`src/rtl/ptw_arb_pkg.sv`:
```
// ---------------------------------------------------------------------------
// ptw_arb_pkg
// Shared definitions for the ITLB/DTLB page-table-walker arbiter:
//   - state_e   : arbiter FSM states (IDLE, ISSUE, WAIT, RESP)
//   - PORT_*    : requester port ids (ITLB = 0, DTLB = 1)
//   - VPN_*     : virtual page number field bounds used for same-page merging
//   - ADDR_W / PTE_W : address and PTE widths
// ---------------------------------------------------------------------------
package ptw_arb_pkg;

  typedef enum logic [1:0] {
    IDLE  = 2'd0,
    ISSUE = 2'd1,
    WAIT  = 2'd2,
    RESP  = 2'd3
  } state_e;

  localparam logic PORT_ITLB = 1'b0;
  localparam logic PORT_DTLB = 1'b1;

  localparam int VPN_MSB = 31;
  localparam int VPN_LSB = 12;

  localparam int ADDR_W = 32;
  localparam int PTE_W  = 32;

endpackage

```
`src/rtl/rr_arb2.sv`:
```
// ---------------------------------------------------------------------------
// rr_arb2
// Two-requester round-robin grant with a single priority pointer bit.
// Purely combinational; the caller owns the pointer register.
//   req_i     [1:0] in  : request vector (bit 0 = ITLB, bit 1 = DTLB)
//   ptr_i           in  : favoured port id when both request
//   gnt_o     [1:0] out : one-hot grant (zero when no request)
//   ptr_nxt_o       out : pointer value to load if the grant is taken;
//                         after granting port k it favours the other port
// ---------------------------------------------------------------------------
module rr_arb2
  import ptw_arb_pkg::*;
(
  input  logic [1:0] req_i,
  input  logic       ptr_i,
  output logic [1:0] gnt_o,
  output logic       ptr_nxt_o
);

  always_comb begin
    gnt_o     = 2'b00;
    ptr_nxt_o = ptr_i;
    unique case (req_i)
      2'b01: begin
        gnt_o     = 2'b01;
        ptr_nxt_o = ~PORT_ITLB;
      end
      2'b10: begin
        gnt_o     = 2'b10;
        ptr_nxt_o = ~PORT_DTLB;
      end
      2'b11: begin
        if (ptr_i == PORT_ITLB) begin
          gnt_o     = 2'b01;
          ptr_nxt_o = ~PORT_ITLB;
        end else begin
          gnt_o     = 2'b10;
          ptr_nxt_o = ~PORT_DTLB;
        end
      end
      default: ;
    endcase
  end

endmodule

```
`src/rtl/ptw_arb.sv`:
```
// ---------------------------------------------------------------------------
// ptw_arb
// Arbitrates ITLB (port 0) and DTLB (port 1) miss requests onto a single
// page-table walker, one walk outstanding at a time, and routes the returned
// PTE back to every port that is waiting on that walk.
//
// Ports
//   clk, rst_n                      : clock, synchronous active-low reset
//   itlb_req_valid_i/ready_o/vaddr_i: port 0 miss request
//   itlb_resp_valid_o/ready_i/pte_o : port 0 PTE response
//   dtlb_*                          : same for port 1
//   ptw_req_valid_o/ready_i/vaddr_o : request to the walker
//   ptw_resp_valid_i/ready_o/pte_i  : walker PTE (0 = invalid, passed through)
//
// Configuration
//   PTW_ARB_MERGE_EN : when defined, simultaneous ITLB/DTLB requests to the
//                      same virtual page share one walk (ITLB address) and
//                      leave the round-robin pointer unchanged.
// ---------------------------------------------------------------------------
module ptw_arb
  import ptw_arb_pkg::*;
(
  input  logic              clk,
  input  logic              rst_n,

  input  logic              itlb_req_valid_i,
  output logic              itlb_req_ready_o,
  input  logic [ADDR_W-1:0] itlb_vaddr_i,
  output logic              itlb_resp_valid_o,
  input  logic              itlb_resp_ready_i,
  output logic [PTE_W-1:0]  itlb_pte_o,

  input  logic              dtlb_req_valid_i,
  output logic              dtlb_req_ready_o,
  input  logic [ADDR_W-1:0] dtlb_vaddr_i,
  output logic              dtlb_resp_valid_o,
  input  logic              dtlb_resp_ready_i,
  output logic [PTE_W-1:0]  dtlb_pte_o,

  output logic              ptw_req_valid_o,
  input  logic              ptw_req_ready_i,
  output logic [ADDR_W-1:0] ptw_vaddr_o,
  input  logic              ptw_resp_valid_i,
  output logic              ptw_resp_ready_o,
  input  logic [PTE_W-1:0]  ptw_pte_i
);

  state_e            state_q, state_d;
  logic              ptr_q, ptr_d;
  logic [1:0]        pend_q, pend_d;
  logic [ADDR_W-1:0] vaddr_q, vaddr_d;
  logic [PTE_W-1:0]  pte_q, pte_d;

  logic [1:0]        req_vld;
  logic [1:0]        arb_gnt;
  logic              arb_ptr_nxt;
  logic [1:0]        gnt;
  logic              gnt_ptr;

  logic [1:0]        req_rdy;
  logic [1:0]        resp_vld;
  logic [1:0]        resp_rdy;
  logic              walk_vld;
  logic              walk_rdy;

  assign req_vld  = {dtlb_req_valid_i, itlb_req_valid_i};
  assign resp_rdy = {dtlb_resp_ready_i, itlb_resp_ready_i};

  rr_arb2 u_rr_arb2 (
    .req_i     (req_vld),
    .ptr_i     (ptr_q),
    .gnt_o     (arb_gnt),
    .ptr_nxt_o (arb_ptr_nxt)
  );

`ifdef PTW_ARB_MERGE_EN
  // Same-page requests ride on one walk; pointer is left alone so neither
  // port loses its turn because of a shared walk.
  logic merge;
  assign merge   = (&req_vld) &&
                   (itlb_vaddr_i[VPN_MSB:VPN_LSB] == dtlb_vaddr_i[VPN_MSB:VPN_LSB]);
  assign gnt     = merge ? 2'b11 : arb_gnt;
  assign gnt_ptr = merge ? ptr_q : arb_ptr_nxt;
`else
  assign gnt     = arb_gnt;
  assign gnt_ptr = arb_ptr_nxt;
`endif

  always_comb begin
    state_d  = state_q;
    ptr_d    = ptr_q;
    pend_d   = pend_q;
    vaddr_d  = vaddr_q;
    pte_d    = pte_q;
    req_rdy  = 2'b00;
    resp_vld = 2'b00;
    walk_vld = 1'b0;
    walk_rdy = 1'b0;

    unique case (state_q)
      IDLE: begin
        // Only the valids seen this cycle take part; a port that drops
        // valid here is simply not in req_vld.
        if (|req_vld) begin
          req_rdy = gnt;
          pend_d  = gnt;
          ptr_d   = gnt_ptr;
          vaddr_d = gnt[0] ? itlb_vaddr_i : dtlb_vaddr_i;
          state_d = ISSUE;
        end
      end
      ISSUE: begin
        walk_vld = 1'b1;
        if (ptw_req_ready_i) begin
          state_d = WAIT;
        end
      end
      WAIT: begin
        walk_rdy = 1'b1;
        if (ptw_resp_valid_i) begin
          pte_d   = ptw_pte_i;
          state_d = RESP;
        end
      end
      RESP: begin
        resp_vld = pend_q;
        pend_d   = pend_q & ~resp_rdy;
        if (pend_d == 2'b00) begin
          state_d = IDLE;
        end
      end
      default: state_d = IDLE;
    endcase
  end

  always_ff @(posedge clk) begin
    if (!rst_n) begin
      state_q <= IDLE;
      ptr_q   <= PORT_ITLB;
      pend_q  <= 2'b00;
      vaddr_q <= '0;
      pte_q   <= '0;
    end else begin
      state_q <= state_d;
      ptr_q   <= ptr_d;
      pend_q  <= pend_d;
      vaddr_q <= vaddr_d;
      pte_q   <= pte_d;
    end
  end

  // Outputs are forced low while reset is held so that requesters holding
  // valid during reset never see a ready.
  assign itlb_req_ready_o  = rst_n & req_rdy[0];
  assign dtlb_req_ready_o  = rst_n & req_rdy[1];
  assign itlb_resp_valid_o = rst_n & resp_vld[0];
  assign dtlb_resp_valid_o = rst_n & resp_vld[1];
  assign itlb_pte_o        = (rst_n && resp_vld[0]) ? pte_q : '0;
  assign dtlb_pte_o        = (rst_n && resp_vld[1]) ? pte_q : '0;
  assign ptw_req_valid_o   = rst_n & walk_vld;
  assign ptw_vaddr_o       = (rst_n && walk_vld) ? vaddr_q : '0;
  assign ptw_resp_ready_o  = rst_n & walk_rdy;

endmodule

```
`config.mk`:
```
export PLATFORM = sky130hd
export DESIGN_NAME = ptw_arb
export DESIGN_NICKNAME = d
export VERILOG_FILES = /design/src/rtl/ptw_arb_pkg.sv /design/src/rtl/rr_arb2.sv /design/src/rtl/ptw_arb.sv
export SDC_FILE = /design/constraint.sdc
export NUM_CORES = 1
export LEC_CHECK = 0
export BUFFER_PORTS_ARGS = -buffer_cell sky130_fd_sc_hd__buf_2
export CAP_MARGIN = 15
export CORE_AREA = 8 8 121 123
export CTS_CLUSTER_SIZE = 12
export DETAILED_ROUTE_END_ITERATION = 10
export DIE_AREA = 0 0 129 131
export PLACE_DENSITY_LB_ADDON = 0.3
export SETUP_SLACK_MARGIN = 0.15
export SYNTH_ARGS = -nofsm -noshare
export SYNTH_HDL_FRONTEND = slang
export SYNTH_HIERARCHICAL = 1
export SYNTH_SLANG_ARGS = --single-unit
```
`constraint.sdc`:
```
create_clock -name clk -period 2.9 [get_ports clk]
set_input_delay 0.87 -clock clk [delete_from_list [all_inputs] [get_ports clk]]
set_output_delay 0.87 -clock clk [all_outputs]
set_load 0.005 [all_outputs]
```
==> results of run 1 <==
worst max-delay path, stage by stage (launching register included):
cell,delay [ns]
dfxtp_1,0.45
ha_1,0.25
and3_1,0.22
buf_12,0.17
and2_1,0.15
buf_2,0.11
repair_timing:
| item | 4_1_cts | 5_1_grt |
|---|---|---|
| resized for setup | 1 | 1 |
| setup endpoints to repair | 33 | 5 |
| hold buffers | 0 | 0 |
power groups by stage:
| stage | Sequential (uW) | Combinational, uW | Clock, uW |
|---|---|---|---|
| after global placement | 1330 | 867 | 0 |
| after detailed placement | 1340 | 899 | 0 |
| after global routing | 1360 | 1020 | 1390 |
| final | 1330 | 901 | 1310 |
| after floorplan | 1290 | 698 | 0 |
| after CTS | 1330 | 905 | 1350 |
placed cells by master (no fill, tap or decap):
cell / n
a21boi_0: 2
a21boi_1: 30
a21boi_4: 1
a21o_1: 1
a21oi_1: 2
a221oi_2: 1
a22o_1: 1
and2_1: 68
and3_1: 36
buf_12: 2
buf_2: 205
buf_4: 9
bufinv_16: 3
clkbuf_1: 1
clkbuf_16: 9
clkbuf_8: 3
dfxtp_1: 69
ha_1: 4
ha_4: 1
inv_1: 7
mux2i_1: 35
nand2_1: 104
nand2b_1: 1
nor2_1: 1
nor2_2: 1
nor2b_1: 1
nor2b_4: 1
o211a_1: 32
o21ai_0: 2
o22ai_1: 3
or2_1: 1
metal layers:
layer  up-vias  share of wire  track usage
li1       1858              -            -
met1      1601           0.44        0.152
met4         0          0.015       0.0567
met2       155           0.43        0.215
met5         -              0            0
met3        11           0.11       0.0556
area by class of cell:
cell class | count | area (sq um) | area share
Multi-Input combinational cell | 329 | 2160 | 0.409
Sequential cell | 69 | 1380 | 0.262
Timing Repair Buffer | 216 | 1130 | 0.215
Clock buffer | 13 | 270 | 0.0512
Tap cell | 176 | 220 | 0.0417
Clock inverter | 3 | 90.1 | 0.0171
Inverter | 7 | 26.3 | 0.00498
worst max-delay path by stage:
stage | startpoint | to | slack, ns | cells past startpoint
4_1_cts | state_q[1] | ptw_vaddr_o[26] | 0.25 | 4
5_1_grt | state_q[0] | itlb_pte_o[23] | 0.23 | 5
6_report | state_q[0] | dtlb_pte_o[20] | 0.35 | 5
3_5_place_dp | state_q[1] | ptw_vaddr_o[26] | 0.27 | 4
3_3_place_gp | state_q[1] | ptw_vaddr_o[12] | 0.33 | 4
2_1_floorplan | itlb_req_valid_i | itlb_req_ready_o | 0.48 | 4
sequential cells by signal, summed over array words and instances (netlist names):
| register | flops |
|---|---|
| vaddr_q | 32 |
| ptr_q | 1 |
| state_q | 2 |
| pte_q | 32 |
| pend_q | 2 |
cell families after synthesis:
logic type | Yosys count | share of synthesized area
muxes | 35 | 0.0932
DFF | 69 | 0.368
buffers and inverters | 46 | 0.0643
adders and majority gates | 5 | 0.0167
AOI/OAI and AO/OA | 75 | 0.170
and+or+nand+nor | 214 | 0.288
through the flow:
step,total power [uW],utilization,instance area (sq um)
3_5_place_dp,2240,0.381,4910
6_report,3540,0.410,5280
2_1_floorplan,1990,-,3760
5_1_grt,3780,0.410,5280
3_3_place_gp,2200,0.381,4910
4_1_cts,3580,0.409,5270
==> flow_summary_export.csv, run 1 <==
group,metric,value,unit
timing,setup_slack,0.353,ns
grt,grt_usage,0.133,
synthesis,synthCells,444,
power_and_ir_drop,swShare,0.289,
clock_network,cts_setup_buffers,0,
timing,fmax,393,MHz
synthesis,yosysMostFrequentCell,"nand2_1",
floorplanning,coreArea,12900,sq um
placed_design,routabilityCongestion,0.750,
floorplanning,start_util,0.292,
timing,setup_tns,0,ns
grt,grt_overflow,0,
timing,period_needed,2.55,ns
power_and_ir_drop,p_per_area,670,nW/um^2
worst_setup_path,reg2reg_depth,6,
worst_setup_path,regToRegSetupSlack,1.08,ns
synthesis,synth_edf_count,0,
clock_network,cts-root-buf,"clkbuf_16",
cells_and_area,drive_above_1_share,0.370,
timing,period_share,0.878,
cells_and_area,areaGrowthSynthToFinish,40.5,%
synthesis,yosys_warnings,6,
synthesis,synth_seq_cells,69,
synthesis,synth.avg_cell_area,8.46,sq um
power_and_ir_drop,combPwrFrac,0.255,
floorplanning,die_w,129,um
cells_and_area,finalNonFillerCells,813,
synthesis,synthTopCellsByArea,"dfxtp_1, and2_1, nand2_1",
placed_design,io_buffers,205,
grt,grt_pass1_wl,17.8,mm
timing,drv_slew,0,
worst_hold_path,hold_path_class,"register to register",
floorplanning,num_rows,42,
power_and_ir_drop,power_leakage,0.00304,uW
synthesis,synth_nets,553,
clock_network,htree_levels,3,
placed_design,dp_hpwl,8.72,mm
synthesis,syn_area,3760,sq um
synthesis,synth_common_cells,"nand2_1, dfxtp_1, and2_1",
routing,routedWlPerCell,14.2,um
worst_hold_path,min_from,"pte_q[3]",
timing,worst_pin_slew,0.550,ns
floorplanning,die_h,131,um
cells_and_area,diodes,0,
timing,whs,0.459,ns
routing,route.detailed.drc,0,
power_and_ir_drop,power_frac_clock,0.370,
run_status,status,"finished, final reports clean",
synthesis,ys_types,27,
cells_and_area,layout.filler_cells,1340,
routing,via_count,3625,
floorplanning,dieArea,16900,sq um
timing,rsz0062_at_grt,"false",
worst_hold_path,holdPathStages,2,
power_and_ir_drop,p_int,2510,uW
worst_setup_path,worstSetupPathType,"register to output pin",
synthesis,synth_top_area_share,0.368,
routing,drt_wl_total,11.5,mm
grt,grt_pass1_vias,3762,
synthesis,seq_area_frac_synth,0.368,
routing,viasPerCell,4.46,
worst_setup_path,r2r_end,"vaddr_q[12]",
power_and_ir_drop,seqPwrFrac,0.376,
worst_setup_path,endpoint_kind,"output pin",
clock_network,cts_buffers,9,
power_and_ir_drop,switching_power,1020,uW
clock_network,clock-sinks,69,
worst_setup_path,critPathLaunchType,"register",
synthesis,synth_ff_type,"dfxtp_1",
worst_setup_path,required,2.03,ns
timing,hold_violations,0,
worst_setup_path,r2r_start,"state_q[1]",
clock_network,cts_max_path_buffers,2,
worst_setup_path,path_max_fanout,33,
timing,skew,0.00450,ns
placed_design,dpl.cell_count,797,
grt,grt_max_degree,53,
routing,ant_nets,0,
worst_hold_path,min_to,"pte_q[3]",
grt,grt_antenna_before_repair,0,
placed_design,place_ws,0.268,ns
run,drv_cap,0,
synthesis,yosys.area.top_type,"dfxtp_1",
clock_network,cts_tree,"yes",
floorplanning,num_io_pins,206,
worst_setup_path,worstPathArrival,1.68,ns
timing,slew_headroom,0.633,
cells_and_area,final_nets,741,
synthesis,ys_async_sr_fraction,0,
clock_network,clk_pin_slew,0.06,ns
clock_network,clk_latency,0.33,ns
timing,setup_viol,0,
routing,drt_iter0_drc,113,
routing,dr.pass1.iters,4,
power_and_ir_drop,peakVddDrop,0.244,mV
No activity file was read; power rests on OpenSTA's default activity.
==> run 2, diff against run 1 <==
- MAX_ROUTING_LAYER: not set -> met4
==> flow_summary_export.csv, run 2 (same netlist as run 1, synthesis figures left out) <==
group,metric,value,unit
cells_and_area,drive_above_1_share,0.370,
floorplanning,num_io_pins,206,
cells_and_area,layout.filler_cells,1340,
floorplanning,dieArea,16900,sq um
floorplanning,die_w,129,um
routing,drt_iter0_drc,106,
worst_setup_path,cpMaxStageDelayCell,"dfxtp_1",
worst_setup_path,worstSetupPathType,"register to output pin",
cells_and_area,mostFrequentLayoutCells,"buf_2, nand2_1, dfxtp_1",
placed_design,routabilityCongestion,0.760,
cells_and_area,multi_input_area,2160,sq um
clock_network,cts_max_path_buffers,2,
run,drv_cap,0,
clock_network,cts-root-buf,"clkbuf_16",
routing,route.detailed.drc,0,
cells_and_area,top_regs,"pte_q x32, vaddr_q x32",
timing,setup_tns,0,ns
clock_network,htree_levels,3,
placed_design,io_buffers,205,
placed_design,dp_hpwl,8.72,mm
worst_setup_path,critPathLaunchType,"register",
timing,period_needed,2.55,ns
floorplanning,start_util,0.292,
worst_setup_path,worstPathArrival,1.68,ns
timing,rsz0062_at_grt,"false",
worst_setup_path,endpoint_kind,"output pin",
clock_network,cts_setup_buffers,0,
placed_design,dpl.cell_count,797,
grt,grt_pass1_vias,3756,
worst_setup_path,required,2.03,ns
run_status,status,"finished, final reports clean",
clock_network,cts_tree,"yes",
floorplanning,die_h,131,um
timing,fmax,393,MHz
power_and_ir_drop,p_per_area,669,nW/um^2
timing,drv_slew,0,
worst_setup_path,path_cells,"ha_1 > and3_1 > buf_12 > and2_1 > buf_2",
timing,skew,0.00351,ns
floorplanning,num_rows,42,
worst_hold_path,hold_path_class,"register to register",
grt,grt_pass1_wl,17.8,mm
worst_setup_path,max_stage_delay,0.45,ns
timing,period_share,0.878,
clock_network,clk_latency,0.32,ns
routing,dr.pass1.iters,4,
grt,grt_antenna_before_repair,0,
routing,drt_wl_total,11.5,mm
cells_and_area,final_common_cell,"buf_2",
grt,grt_usage,0.137,
clock_network,cts_buffers,9,
power_and_ir_drop,peakVddDrop,0.244,mV
cells_and_area,regArea,1380,sq um
floorplanning,coreArea,12900,sq um
timing,setup_viol,0,
power_and_ir_drop,power,3530,uW
routing,viasPerCell,4.46,
cells_and_area,final_nets,741,
routing,ant_nets,0,
timing,worst_pin_slew,0.549,ns
clock_network,cts_hold_buffers,0,
timing,whs,0.460,ns
grt,grt_overflow,0,
worst_setup_path,path_max_fanout,33,
clock_network,clock-sinks,69,
routing,via_count,3624,
cells_and_area,areaGrowthSynthToFinish,40.5,%
grt,grt_max_degree,53,
power_and_ir_drop,power_leakage,0.00304,uW
timing,hold_violations,0,
cells_and_area,fin_util,0.410,
routing,routedWlPerCell,14.1,um
cells_and_area,diodes,0,
timing,slew_headroom,0.634,
clock_network,clk_pin_slew,0.06,ns
cells_and_area,finalNonFillerCells,813,
==> run 2: per-layer routing <==
layer / share of wire / vias up / GRT usage
met2: 0.43 / 150 / 0.215
met1: 0.47 / 1607 / 0.161
li1: - / 1857 / -
met4: 0.014 / 0 / 0.0567
met5: 0 / - / -
met3: 0.091 / 10 / 0.0422
==> run 2: critical path, delay by kind of cell (launching register included) <==
kind | cells | cell delay, ns
buf+inv | 2 | 0.28
fa+ha+maj | 1 | 0.25
flops | 1 | 0.45
simple gates | 2 | 0.37
==> run 2: worst paths after layout <==
path                          to       start  depth (start not counted)  slack (ns)
setup / recovery  dtlb_pte_o[20]  state_q[0]                          5        0.35
hold / removal          pte_q[3]    pte_q[3]                          2        0.46
setup reg to reg     vaddr_q[12]  state_q[1]                          6        1.08
hold reg to reg         pte_q[3]    pte_q[3]                          2        0.46
==> run 2: report_power, final <==
group | total, uW | switching, uW | internal [uW]
Combinational | 901 | 486 | 415
Sequential | 1330 | 139 | 1190
Clock | 1310 | 395 | 911
==> run 2: final cells by class <==
type,count,area share
multi-input combinational,329,0.409
sequential,69,0.262
timing repair buffer,216,0.215
clock buffer,13,0.0512
tap,176,0.0417
clock inverter,3,0.0171
inverter,7,0.00498
==> run 2: timing repair <==
item / CTS / global route
resized for setup: 1 / 1
setup endpoints to repair: 33 / 5
endpoints found under the hold margin: 0 / 0
cloned: 0 / 0
pin swaps: 0 / 0
==> run 2: stage by stage <==
stage	cell area, sq um	setup slack (ns)
after floorplan	3760	0.476
after global placement	4910	0.331
after detailed placement	4910	0.268
after CTS	5270	0.251
after global routing	5280	0.226
final	5280	0.354
